[src/rtl/cp0_unit.sv]
// Coprocessor 0: SR/Cause/EPC, interrupt/exception request, mfc0/mtc0/eret.
// Optional PRId register (reg 15) enabled by defining CP0_PRID_EN.
module cp0_unit #(
  parameter int          HWINT_W    = 6,
  parameter logic [31:0] PRID_VALUE = 32'h0000_2024
) (
  input  logic               clk,
  input  logic               reset,
  input  logic [4:0]         cp0_addr,
  input  logic               cp0_we,
  input  logic [31:0]        cp0_wdata,
  output logic [31:0]        cp0_rdata,
  input  logic [31:0]        vpc,
  input  logic               bd_in,
  input  logic               exc_valid,
  input  logic [4:0]         exc_code,
  input  logic               eret,
  input  logic [HWINT_W-1:0] hwint,
  output logic               req,
  output logic [31:0]        epc_out
);

  localparam logic [4:0] ADDR_SR    = 5'd12;
  localparam logic [4:0] ADDR_CAUSE = 5'd13;
  localparam logic [4:0] ADDR_EPC   = 5'd14;
  localparam logic [4:0] ADDR_PRID  = 5'd15;

  logic [HWINT_W-1:0] im_r;
  logic               exl_r;
  logic               ie_r;
  logic               bd_r;
  logic [HWINT_W-1:0] ip_r;
  logic [4:0]         exc_code_r;
  logic [31:0]        epc_r;

  logic               int_req_s;
  logic               exc_req_s;
  logic [31:0]        epc_base_s;
  logic [31:0]        epc_next_s;
  logic               wr_sr_s;
  logic               wr_epc_s;

  // Request decision uses live hwint so an interrupt is taken in the cycle it arrives
  always_comb begin
    int_req_s  = (|(hwint & im_r)) & ie_r & ~exl_r;
    exc_req_s  = exc_valid & ~exl_r;
    req        = int_req_s | exc_req_s;
    epc_base_s = bd_in ? (vpc - 32'd4) : vpc;
    epc_next_s = {epc_base_s[31:2], 2'b00};
    wr_sr_s    = cp0_we & (cp0_addr == ADDR_SR);
    wr_epc_s   = cp0_we & (cp0_addr == ADDR_EPC);
  end

  // State update: a taken request overrides any mtc0 or eret in the same cycle
  always_ff @(posedge clk) begin
    if (reset) begin
      im_r       <= '0;
      exl_r      <= 1'b0;
      ie_r       <= 1'b0;
      bd_r       <= 1'b0;
      ip_r       <= '0;
      exc_code_r <= 5'd0;
      epc_r      <= 32'd0;
    end else begin
      ip_r <= hwint;
      if (req) begin
        exl_r      <= 1'b1;
        bd_r       <= bd_in;
        exc_code_r <= int_req_s ? 5'd0 : exc_code;
        epc_r      <= epc_next_s;
      end else begin
        if (wr_sr_s) begin
          im_r <= cp0_wdata[15:10];
          ie_r <= cp0_wdata[0];
        end
        // eret clears EXL after any simultaneous SR write has been applied
        if (eret) begin
          exl_r <= 1'b0;
        end else if (wr_sr_s) begin
          exl_r <= cp0_wdata[1];
        end
        if (wr_epc_s) begin
          epc_r <= cp0_wdata;
        end
      end
    end
  end

  // mfc0 read mux; unmapped registers read zero
  always_comb begin
    cp0_rdata = 32'd0;
    case (cp0_addr)
      ADDR_SR:    cp0_rdata = {16'd0, im_r, 8'd0, exl_r, ie_r};
      ADDR_CAUSE: cp0_rdata = {bd_r, 15'd0, ip_r, 3'd0, exc_code_r, 2'd0};
      ADDR_EPC:   cp0_rdata = epc_r;
`ifdef CP0_PRID_EN
      ADDR_PRID:  cp0_rdata = PRID_VALUE;
`else
      ADDR_PRID:  cp0_rdata = 32'd0;
`endif
      default:    cp0_rdata = 32'd0;
    endcase
  end

  // EPC forwarding lets an mtc0 EPC be consumed by an eret in the same cycle
  always_comb begin
    if (wr_epc_s) begin
      epc_out = cp0_wdata;
    end else begin
      epc_out = epc_r;
    end
  end

endmodule

[config.mk]
export PLATFORM = sky130hd
export DESIGN_NAME = cp0_unit
export DESIGN_NICKNAME = d
export VERILOG_FILES = /design/src/rtl/cp0_unit.sv
export SDC_FILE = /design/constraint.sdc
export NUM_CORES = 1
export LEC_CHECK = 0
export BUFFER_PORTS_ARGS = -buffer_cell sky130_fd_sc_hd__buf_2
export CORE_MARGIN = 2
export CORE_UTILIZATION = 45
export CTS_BUF_LIST = sky130_fd_sc_hd__clkbuf_8
export CTS_CLUSTER_SIZE = 28
export DETAILED_ROUTE_END_ITERATION = 6
export PLACE_DENSITY = 0.83
export SLEW_MARGIN = 40
export SYNTH_ARGS = -nofsm -noshare
export SYNTH_HDL_FRONTEND = slang
export SYNTH_SLANG_ARGS = --single-unit
[constraint.sdc]
create_clock -name clk -period 6.75 [get_ports clk]
set_input_delay 1.35 -clock clk [delete_from_list [all_inputs] [get_ports clk]]
set_output_delay 1.35 -clock clk [all_outputs]
set_load 0.02 [all_outputs]
After elaboration in Yosys (flattened, before gate mapping)
Index checks and enable logic that the tools add are counted.
{"block": "word_totals", "word_cells": 33, "input_bits": 86, "regBits": 52}
{"block": "classes", "bitwise": 9, "add_sub_neg": 1, "n_mux": 8, "eq_ne": 3, "reduce_logical": 4}
{"cell": "$mux 32", "count": 3}
{"cell": "$pmux 32 s3", "count": 1}
{"cell": "$sub 32x3->32 const B", "count": 1}
{"cell": "$eq 5x4->1 const B", "count": 3}
{"cell": "$and 6x6->6", "count": 1}
{"cell": "$reduce_or 6->1", "count": 1}
{"cell": "$and 1x1->1", "count": 5}
{"cell": "$mux 5", "count": 1}
{"cell": "$mux 1", "count": 3}
{"cell": "$reduce_bool 3->1", "count": 1}
{"cell": "$not 1->1", "count": 2}
{"cell": "$reduce_and 2->1", "count": 1}
{"cell": "$reduce_or 2->1", "count": 1}
{"cell": "$or 1x1->1", "count": 1}

Logic depth before layout (Yosys ltp)
{"block": "depth", "word_depth": 7, "mapped_depth": 7, "mapped_depth_nobuf": 7}

Worst setup path after synthesis
Ideal clock, no wire load.
{"block": "synth_path", "path_kind": "in2out", "start": "in cp0_addr[4]", "end": "out epc_out[30]", "slack_ps": 2811, "n_path_buf": 1, "stages": 4, "arrival_time_ps": 2589, "cell_sequence": "nand3b_1 -> nor2_1 -> clkbuf_1 -> mux2_2"}
{"block": "synth_between", "elab_chain_cells": 3}
{"item": "start, declared", "line_no": "9", "source": "input logic [4:0] cp0_addr,"}
{"item": "$eq 5x4->1", "line_no": "51", "source": "wr_epc_s = cp0_we & (cp0_addr == ADDR_EPC);"}
{"item": "$and 1x1->1", "line_no": "51"}
{"item": "$mux 32"}
{"item": "end, declared", "line_no": "20", "source": "output logic [31:0] epc_out"}
No other way between the ends.

Worst setup path in the final report
{"block": "layout_path", "start": "in hwint[0]", "end": "out req"}
{"block": "layout_between", "elab_chain_cells": 5}
{"item": "start, declared", "line_no": "18", "source": "input logic [HWINT_W-1:0] hwint,"}
{"item": "$and 6x6->6", "line_no": "45", "source": "int_req_s = (|(hwint & im_r)) & ie_r & ~exl_r;"}
{"item": "$reduce_or 6->1", "line_no": "45"}
{"item": "$and 1x1->1 (2 in series)", "line_no": "45"}
{"item": "$or 1x1->1", "line_no": "47", "source": "req = int_req_s | exc_req_s;"}
{"item": "end, declared", "line_no": "19", "source": "output logic req,"}
No other way between the ends.

==> impl_results.md <==
* Critical hold path startpoint: bd_r
* Final cell count without fillers at 570
* H-tree lvl count at 2
* Drt total wl at 8810 um
* Clock share of power at 28.2%
* Worst-path clk slew at 0.09 ns
* Worst r2r src: im_r[5]
* Min-Delay Endpoint: bd_r
* Ys Warns at 0
* Resize count post-CTS at 0
* Detailed Route Iter0 Violations at 131
* Clk sink count at 52
* Peak VDD IR at 91.4 uV
* Clock period minus worst slack at 4.50 ns
* DRC at 0
* Startpoint types: primary input
* DIE WIDTH at 86.6 um
* DRT antenna net count at 0
* Worst path cell trace: buf_2 > a221oi_1 > a311o_1 > inv_4 > buf_2
* FF-to-FF path depth at 5
* Worst setup EP type: output port
* RSZ-0062 raised after global routing: false
* PwrDens at 169 nW/um^2
* CP max stage delay at 0.68 ns
* HP Class: reg -> reg
* Placed cells at 562
* Core region area at 6680 sq um
* Clk_skew at 0.00491 ns
* Ys flop type: dfxtp_1
* Gr usage total at 22.9%
* Mapped cell area at 3070 sq um
* Gate power share at 22.1%
* Dpl hpwl at 6580 um
* Outcome: finished clean
* Post-synth ARST share at 0%
* Sequential area share after synthesis at 33.9%
* Fin. max-slew vios at 0
* Clock latency on the worst-skew pair at 0.30 ns
* Clock buffer depth at 2
* Final GP Congestion at 0.789
* Synthesized flop and latch total at 52
* Area delta synth->final at 29.7%
* Critical Path RT at 5.40 ns
* Mapped Cells at 354
* Via/cell ratio at 5.49
* Post-synth EDFFs at 0
* CTS tree: done
* Ant diodes at 0
* Max_cap viols at 0
* CP most frequent cell: buf_2
* Endpoints failing setup at 0
* Syn nets at 441
* Cell depth of the worst hold path at 2
* Nets at 576
* First-pass GRT wire length at 13800 um
* Setup slack, reg-to-reg at 4.45 ns
* CP max FO at 59
* Final hold vios at 0
* Fillers at 605
* Starting Density at 45.9%
* Pre-antenna DRT Iters at 4
* Wirelength per Cell at 15.5 um
* # IOs at 151
* Dpl cell area at 3880 sq um
* Net Switching at 0.200 mW
* RR Endpoint: im_r[1]
* Syn avg cell area at 8.66 sq um
* WS Path Type: in -> out
* Largest net degree at the start of global routing at 60
* GR Overflow Total at 0
* Lkg Pwr at 1.77 nW
* Sw Ratio at 29.8%
* Vias at 3129
* Cts hold-fix bufs at 0
* Die Y at 86.6 um
* Hold WS at 0.461 ns
* Buffers and inverters on the worst path at 3
* Die area at 7490 sq um
* Internal cell power at 0.472 mW
* Vias in the first global route at 2927
* CTS root buffer: clkbuf_8
* Antenna violations before repair at 0
* Crit path DAT at 3.15 ns
* Final Cycle Share at 66.6%
* PortBufs at 148
* Final setup TNS at 0 ns
* Crit path max-delay family: compound AO/OA/AOI/OAI gates
* Design area at 3980 sq um
* Ratio of cells with drive above 1 in the final layout at 42.0%
* Unique cell type count in the Yosys netlist at 47
* FMAX at 222 MHz
* Slowest-stage cell, CP: a311o_1
* Core Rows at 30
* Slew headroom at 52.2%
* Post-CTS Setup Bufs at 0
* Seq pwr share at 49.7%
* Pin slew with the least headroom to its limit at 0.717 ns
* CTS buffer count at 5
[per-layer routing]
metal | track usage (%) | part of all wire, % | routed length (um)
met4 | 7.39 | 1.4 | 123
met2 | 37.8 | 48 | 4250
met3 | 3.43 | 6.3 | 556
met5 | 0 | 0 | 0
met1 | 30.7 | 44 | 3880
[power by group through the flow]
stage	Clock [mW]	Sequential, mW	Combinational, mW
floorplan	0	0.338	0.0889
global placement	0	0.340	0.145
detailed placement	0	0.341	0.148
CTS	0.193	0.334	0.149
global route	0.207	0.336	0.163
finish	0.190	0.334	0.149
[worst max-delay path by stage]
stage	start	end	cells after the start
after global routing	hwint[0]	req	5
final	hwint[0]	req	5
after detailed placement	hwint[0]	req	5
after floorplan	cp0_addr[4]	epc_out[30]	4
after CTS	hwint[0]	req	5
after global placement	hwint[0]	req	5
[stage by stage]
step           worst slack (ns)  util [%]  power (mW)
2_1_floorplan              2.81         -       0.427
3_3_place_gp               2.10      57.5       0.484
3_5_place_dp               2.24      58.1       0.489
4_1_cts                    2.23      59.6       0.676
5_1_grt                    2.13      59.6       0.706
6_report                   2.25      59.6       0.672
[cells in the mapped netlist, drive strengths merged (4+ instances only)]
| library cell | instances | area [sq um] |
|---|---|---|
| nor2 | 49 | 184 |
| xor2 | 7 | 61.3 |
| or4 | 8 | 67.6 |
| a22o | 8 | 70.1 |
| nand3 | 5 | 25.0 |
| mux2i | 7 | 70.1 |
| o21ai | 4 | 20.0 |
| a211oi | 21 | 178 |
| nor4 | 9 | 68.8 |
| mux2 | 32 | 360 |
| nand2 | 22 | 82.6 |
| dfxtp | 52 | 1040 |
| clkbuf | 21 | 78.8 |
| xnor2 | 17 | 149 |
| and2 | 20 | 125 |
| nor3 | 10 | 50.1 |
| a22oi | 14 | 105 |
| nand3b | 4 | 30.0 |
| a21oi | 7 | 35.0 |
| inv | 4 | 15.0 |
| nor2b | 6 | 37.5 |
[cell usage in the layout, fill, tap and decap left out, drive strengths merged, types with 2 or more instances in the layout]
cell,n
and2,20
a22o,8
dfxtp,52
or4,8
a211oi,21
a22oi,14
o21ai,4
nand4,2
nor3,10
mux2i,7
inv,4
a221oi,2
and3,3
nor2,49
buf,152
nand3b,4
mux2,32
nand3,5
nand2,22
clkbuf,6
xnor2,17
xor2,7
a21oi,7
nor3b,2
clkinvlp,2
a311oi,2
nor2b,6
nor4,9
[state kept, by name, summed over array words and instances (netlist names)]
name        flops
ie_r            1
ip_r            6
exc_code_r      5
im_r            6
exl_r           1
epc_r          32
bd_r            1
[cell type report]
cell class | count | area (sq um) | area share (%)
inverters | 4 | 17.5 | 0.440
well taps | 80 | 100 | 2.52
clock inverters | 2 | 15.0 | 0.377
repair buffers | 152 | 793 | 19.9
clock buffers | 6 | 82.6 | 2.08
multi-input cells | 274 | 1930 | 48.5
flip-flops and latches | 52 | 1040 | 26.2
[tightest hold or removal path: cells and delay by family, from the launching register on]
kind | cells | cell delay [ns]
AOI/OAI and AO/OA | 1 | 0.05
DFF | 1 | 0.32
and+or+nand+nor | 1 | 0.05
[kinds of logic (layout without fill, tap and decap cells)]
group	count (synthesis)	count (layout)	share of synthesized area, %
buffers and inverters	28	164	3.71
adders and majority gates	1	1	0.408
and+or+nand+nor	146	146	25.1
xor gates and xnor gates	24	24	6.85
DFF	52	52	33.9
AOI/OAI and AO/OA	64	64	16.0
muxes	39	39	14.0
(Power assumes the default switching activity.)
